--- src/rtl/hamming_secded_decoder_pipe.sv ---
// hamming_secded_decoder_pipe
// Two-stage SEC-DED decoder for the 13-bit Hamming(12,8) + overall-parity
// codeword on a valid/ready stream.
//   Stage 1 registers the syndrome, the overall parity and the raw code.
//   Stage 2 classifies the word, corrects single errors and registers the result.
// Optional build macro SECDED_ERR_CNT_EN adds saturating single/double error
// counters. Without it the counters read 0 and cnt_clr is ignored.
// Code layout: bit 0 is overall parity. Bits [12:1] are Hamming positions 1..12.
// Parity bits sit at positions 1/2/4/8. Data d0..d7 sit at positions
// 3,5,6,7,9,10,11,12.
module hamming_secded_decoder_pipe (
  input  logic        clk,
  input  logic        rst,
  input  logic        in_valid,
  output logic        in_ready,
  input  logic [12:0] in_code,
  output logic        out_valid,
  input  logic        out_ready,
  output logic [7:0]  out_data,
  output logic        out_single_err,
  output logic        out_double_err,
  output logic [3:0]  out_syndrome,
  input  logic        cnt_clr,
  output logic [15:0] single_cnt,
  output logic [15:0] double_cnt
);

  // Hamming position of data bit i
  function automatic logic [3:0] f_dpos(input int i);
    logic [3:0] p;
    case (i)
      0: p = 4'd3;
      1: p = 4'd5;
      2: p = 4'd6;
      3: p = 4'd7;
      4: p = 4'd9;
      5: p = 4'd10;
      6: p = 4'd11;
      default: p = 4'd12;
    endcase
    return p;
  endfunction

  function automatic logic [7:0] f_extract(input logic [12:0] c);
    return {c[12], c[11], c[10], c[9], c[7], c[6], c[5], c[3]};
  endfunction

  // ---------------- handshake ----------------
  logic r_s1_valid;
  logic r_out_valid;
  logic w_adv1, w_adv2;

  assign w_adv2   = !r_out_valid || out_ready;
  assign w_adv1   = !r_s1_valid || w_adv2;
  assign in_ready = w_adv1;

  // ---------------- stage 1: syndrome / parity ----------------
  logic [3:0]  w_syn;
  logic        w_par;
  logic [12:0] r_s1_code;
  logic [3:0]  r_s1_syn;
  logic        r_s1_par;

  // Each syndrome bit is the XOR of the positions whose index has that bit set.
  assign w_syn[0] = ^{in_code[1], in_code[3], in_code[5], in_code[7], in_code[9], in_code[11]};
  assign w_syn[1] = ^{in_code[2], in_code[3], in_code[6], in_code[7], in_code[10], in_code[11]};
  assign w_syn[2] = ^{in_code[4], in_code[5], in_code[6], in_code[7], in_code[12]};
  assign w_syn[3] = ^{in_code[8], in_code[9], in_code[10], in_code[11], in_code[12]};
  assign w_par    = ^in_code;

  // Stage 1 valid: the slot moves whenever stage 2 can take its content.
  always_ff @(posedge clk or posedge rst) begin
    if (rst)         r_s1_valid <= 1'b0;
    else if (w_adv1) r_s1_valid <= in_valid;
  end

  // Stage 1 payload: loaded only on an accepted word. Otherwise it holds.
  always_ff @(posedge clk or posedge rst) begin
    if (rst) begin
      r_s1_code <= '0;
      r_s1_syn  <= '0;
      r_s1_par  <= 1'b0;
    end else if (in_valid && w_adv1) begin
      r_s1_code <= in_code;
      r_s1_syn  <= w_syn;
      r_s1_par  <= w_par;
    end
  end

  // Parity positions carry no information once s and p are known.
  logic w_unused_par_bits;
  assign w_unused_par_bits = ^{r_s1_code[8], r_s1_code[4], r_s1_code[2],
                               r_s1_code[1], r_s1_code[0]};

  // ---------------- stage 2: classify / correct ----------------
  logic       w_single, w_double, w_fix_en;
  logic [7:0] w_flip, w_data;

  // Classification from (p, s). Only a data position is worth flipping.
  // A flipped parity position leaves the data unchanged.
  always_comb begin
    w_single = 1'b0;
    w_double = 1'b0;
    w_fix_en = 1'b0;
    if (r_s1_par) begin
      if (r_s1_syn == 4'd0) begin
        w_single = 1'b1;
      end else if (r_s1_syn <= 4'd12) begin
        w_single = 1'b1;
        w_fix_en = 1'b1;
      end else begin
        w_double = 1'b1;
      end
    end else if (r_s1_syn != 4'd0) begin
      w_double = 1'b1;
    end
  end

  // Correction mask over the data bits, then the corrected byte.
  always_comb begin
    w_flip = '0;
    for (int i = 0; i < 8; i++)
      w_flip[i] = w_fix_en && (r_s1_syn == f_dpos(i));
    w_data = f_extract(r_s1_code) ^ w_flip;
  end

  logic [7:0] r_out_data;
  logic       r_single, r_double;
  logic [3:0] r_syn;

  // Output valid: drops only when the sink consumes and stage 1 is empty.
  always_ff @(posedge clk or posedge rst) begin
    if (rst)         r_out_valid <= 1'b0;
    else if (w_adv2) r_out_valid <= r_s1_valid;
  end

  // Output payload: frozen while stalled, so the sink sees stable data.
  always_ff @(posedge clk or posedge rst) begin
    if (rst) begin
      r_out_data <= '0;
      r_single   <= 1'b0;
      r_double   <= 1'b0;
      r_syn      <= '0;
    end else if (r_s1_valid && w_adv2) begin
      r_out_data <= w_data;
      r_single   <= w_single;
      r_double   <= w_double;
      r_syn      <= r_s1_syn;
    end
  end

  assign out_valid      = r_out_valid;
  assign out_data       = r_out_data;
  assign out_single_err = r_single;
  assign out_double_err = r_double;
  assign out_syndrome   = r_syn;

  // ---------------- error-event counters ----------------
`ifdef SECDED_ERR_CNT_EN
  logic [15:0] r_single_cnt, r_double_cnt;
  logic        w_fire;

  // A word counts on the output handshake only. A stalled word is counted once.
  assign w_fire = r_out_valid && out_ready;

  // Single-error counter: clear wins over increment, saturating at all-ones.
  always_ff @(posedge clk or posedge rst) begin
    if (rst)
      r_single_cnt <= '0;
    else if (cnt_clr)
      r_single_cnt <= '0;
    else if (w_fire && r_single && (r_single_cnt != 16'hFFFF))
      r_single_cnt <= r_single_cnt + 16'd1;
  end

  // Double-error counter: same rules as the single-error counter.
  always_ff @(posedge clk or posedge rst) begin
    if (rst)
      r_double_cnt <= '0;
    else if (cnt_clr)
      r_double_cnt <= '0;
    else if (w_fire && r_double && (r_double_cnt != 16'hFFFF))
      r_double_cnt <= r_double_cnt + 16'd1;
  end

  assign single_cnt = r_single_cnt;
  assign double_cnt = r_double_cnt;
`else
  logic w_unused_cnt_clr;
  assign w_unused_cnt_clr = cnt_clr;
  assign single_cnt       = '0;
  assign double_cnt       = '0;
`endif

endmodule
--- config.mk ---
export PLATFORM = sky130hd
export DESIGN_NAME = hamming_secded_decoder_pipe
export DESIGN_NICKNAME = d
export VERILOG_FILES = /design/src/rtl/hamming_secded_decoder_pipe.sv
export SDC_FILE = /design/constraint.sdc
export NUM_CORES = 1
export LEC_CHECK = 0
export CORE_ASPECT_RATIO = 0.75
export CORE_UTILIZATION = 47
export DETAILED_ROUTE_END_ITERATION = 6
export HOLD_SLACK_MARGIN = 0.1
export PLACE_DENSITY = 0.95
export SYNTH_ARGS = -nofsm -noshare
export SYNTH_HDL_FRONTEND = slang
export SYNTH_SLANG_ARGS = --single-unit
--- constraint.sdc ---
create_clock -name clk -period 2.95 [get_ports clk]
set_input_delay 0.295 -clock clk [delete_from_list [all_inputs] [get_ports clk]]
set_output_delay 0.295 -clock clk [all_outputs]
set_load 0.005 [all_outputs]
==> flow_metrics.tcl <==
set metrics [dict create \
    areaGrowthSynthToFinish_pct 19.27 \
    ctsLongestPathBuffers 2 \
    drive_gt1_share_pct 8.333 \
    synth-compound-area-share_pct 5.060 \
    synth_cell_type_count 21 \
    synthSimpleGateAreaFrac_pct 13.47 \
    synthCells 169 \
    wl_per_cell_um 11.82 \
    path_class "in -> reg" \
    synth_top_area_share_pct 43.15 \
    drtAntennaViolNets 0 \
    dr.pass1.iters 7 \
    start_util_pct 50.11 \
    postCtsHoldBufs 0 \
    post_cts_resize_count 0 \
    gr-max-usage-layer "met2" \
    htree_levels 2 \
    crit_path_end_kind "flop" \
    use_met2_pct 25.80 \
    synth.area.top_cells "dfrtp_1, buf_4, xnor2_1, nand2_1, mux2_2" \
    core_um2 3356 \
    rr_startpoint "out_valid$_DFFE_PP0P_" \
    tightest_slew_ns 0.6295 \
    skew_ns 0.006937 \
    async_flop_share_pct 100.0 \
    yosys_warnings 0 \
    rsz0062_at_grt "no" \
    startpoint_type "input pin" \
    synth_xor_area_share_pct 16.59 \
    clk_pin_slew_ns 0.06 \
    viasPerCell 4.422 \
    ios 66 \
    die_w_um 71.07 \
    root_buffer "clkbuf_8" \
    r2r_cells 3 \
    grt_max_degree 30 \
    finish.net_count 222 \
    rows 18 \
    hold_class "in -> async" \
    r2r_slack_ns 1.45 \
    cts_setup_buffers 0 \
    cts_sinks 29 \
    drt-initial-drc-count 24 \
    fillers 318 \
    synthMuxAreaShare_pct 6.027 \
    synthAdderAreaFrac_pct 0 \
    synth.top_cells.by_count "buf_4, nand2_1, dfrtp_1, xnor2_1, o21ai_0" \
    synth_top_family_by_area "XOR/XNOR gates" \
    synthFlopType "dfrtp_1" \
    tritoncts "done" \
    post-route-drc-count 1 \
    portBuffers 32 \
    fp.dieH_um 53.80 \
    synth.most_common_cell "buf_4" \
    vias 1079 \
    arrival_ns 1.97 \
    grt_pass1_wl_mm 4.719 \
    clk_latency_ns 0.28 \
    antenna_found_initial 0 \
    powerDensity_nw_per_um2 658.6 \
    hold_viol_final 0 \
    worstPathMaxFanout 3 \
    status "finished with violations" \
    yosysSeqAreaShare_pct 43.15 \
    final_core_utilization_pct 59.77 \
    use_met1_pct 23.21 \
    grt_pass1_vias 972 \
    r2r_end "r_s1_code[7]$_DFFE_PP0P_" \
    slew_headroom_pct 57.93 \
    synth_largest_area_cell "dfrtp_1" \
    antennaDiodeCount 0 \
    required_ns 3.15 \
    finalMaxSlewViolations 0 \
    period_needed_ns 1.771 \
    finalSetupViolCount 0 \
    cts_buffers 5 \
    die-area_um2 3824 \
    synth-edff-count 0 \
    synth_area_per_cell_um2 9.950 \
    syn_area_um2 1682 \
    grt-ovfl-total 0 \
    vdd_drop_max_v 0.0002813 \
    crit_start "in_code[12]" \
    synth-seq-cells 29 \
    fin_crit_sh_pct 60.04 \
    hpwl_mm 2.271 \
    wirelength_mm 2.883 \
    max_freq_mhz 564.6 \
    violations "DRC" \
    setup_tns_ns 0 \
    gp_congestion 0.7968 \
    grt_usage_pct 17.55 \
    use_met3_pct 5.618 \
    cap_violations 0 \
    cp-endpoint "r_s1_par$_DFFE_PP0P_" \
    fin_hold_ws_ns 0.3735 \
    leakage_nw 0.8941 \
]
## registers in the layout, summed over array words and instances (netlist names)
name and cells:
out_data 8, out_double_err 1, out_single_err 1, out_syndrome 4
out_valid 1, r_s1_code 8, r_s1_par 1, r_s1_syn 4
r_s1_valid 1
## report_power, final
group / internal (mW) / total, mW / switching [mW] / leakage (nW)
combinational: 0.243 / 0.403 / 0.161 / 0.501
sequential: 0.497 / 0.593 / 0.0962 / 0.349
clock: 0.184 / 0.325 / 0.140 / 0.0443
## cells in the final DEF, fill, tap and decap left out
master and instances:
and2_1 1, buf_4 1, clkbuf_1 1, clkbuf_8 6
clkdlybuf4s50_1 32, conb_1 32, dfrtp_1 29, inv_1 1
mux2_2 9, nand2_1 31, nand2b_1 5, nand3b_1 3
nand4_1 1, nor2_1 8, nor3_1 1, nor4b_1 1
o21ai_0 16, o21ai_1 1, xnor2_1 19, xnor2_4 1
xnor3_1 3, xor2_1 2
## how the worst min path moves through the flow
stage	from	endpoint	slack, ns	cells after the start
floorplan	rst	out_data[0]$_DFFE_PP0P_	0.37	1
global placement	out_syndrome[1]$_DFFE_PP0P_	out_syndrome[1]$_DFFE_PP0P_	0.46	2
detailed placement	out_syndrome[1]$_DFFE_PP0P_	out_syndrome[1]$_DFFE_PP0P_	0.47	2
CTS	rst	out_data[3]$_DFFE_PP0P_	0.38	3
global route	rst	out_data[3]$_DFFE_PP0P_	0.43	3
finish	rst	out_data[3]$_DFFE_PP0P_	0.37	3
## layout make-up
class / count / area [um^2] / area share, %
Clock buffer: 7 / 86.33 / 4.304
Inverter: 1 / 3.754 / 0.1871
Multi-Input combinational cell: 134 / 812.0 / 40.49
Sequential cell: 29 / 725.7 / 36.18
Tap cell: 40 / 50.05 / 2.495
Timing Repair Buffer: 33 / 327.8 / 16.34
## critical path, cell delays in order
cell,delay [ns]
clkdlybuf4s50_1,0.51
xnor3_1,0.42
xnor2_1,0.20
xnor3_1,0.43
o21ai_1,0.12
## cell families after synthesis
logic type	count (synthesis)
compound gates	17
mux	9
flops	29
other cells	1
simple gates	51
xor+xnor	25
buf+inv	37
## per-stage QoR
step | worst slack, ns | total power [mW] | cells | cell area [um^2]
final | 1.179 | 1.321 | 244 | 2006
after global routing | 1.110 | 1.417 | 244 | 2006
after CTS | 1.158 | 1.337 | 244 | 2006
after global placement | 0.9113 | 0.9806 | 237 | 1919
after detailed placement | 0.8617 | 1.010 | 237 | 1919
after floorplan | 1.541 | 0.8319 | 200 | 1798
## routing by layer
metal	vias to the layer above	routed length (um)	share of wire [%]
met5	-	0	0
met3	7	149	5.2
li1	549	-	-
met2	41	1246	43
met1	482	1420	49
met4	0	68	2.4
Note: power is estimated with default switching activity, not from simulation.
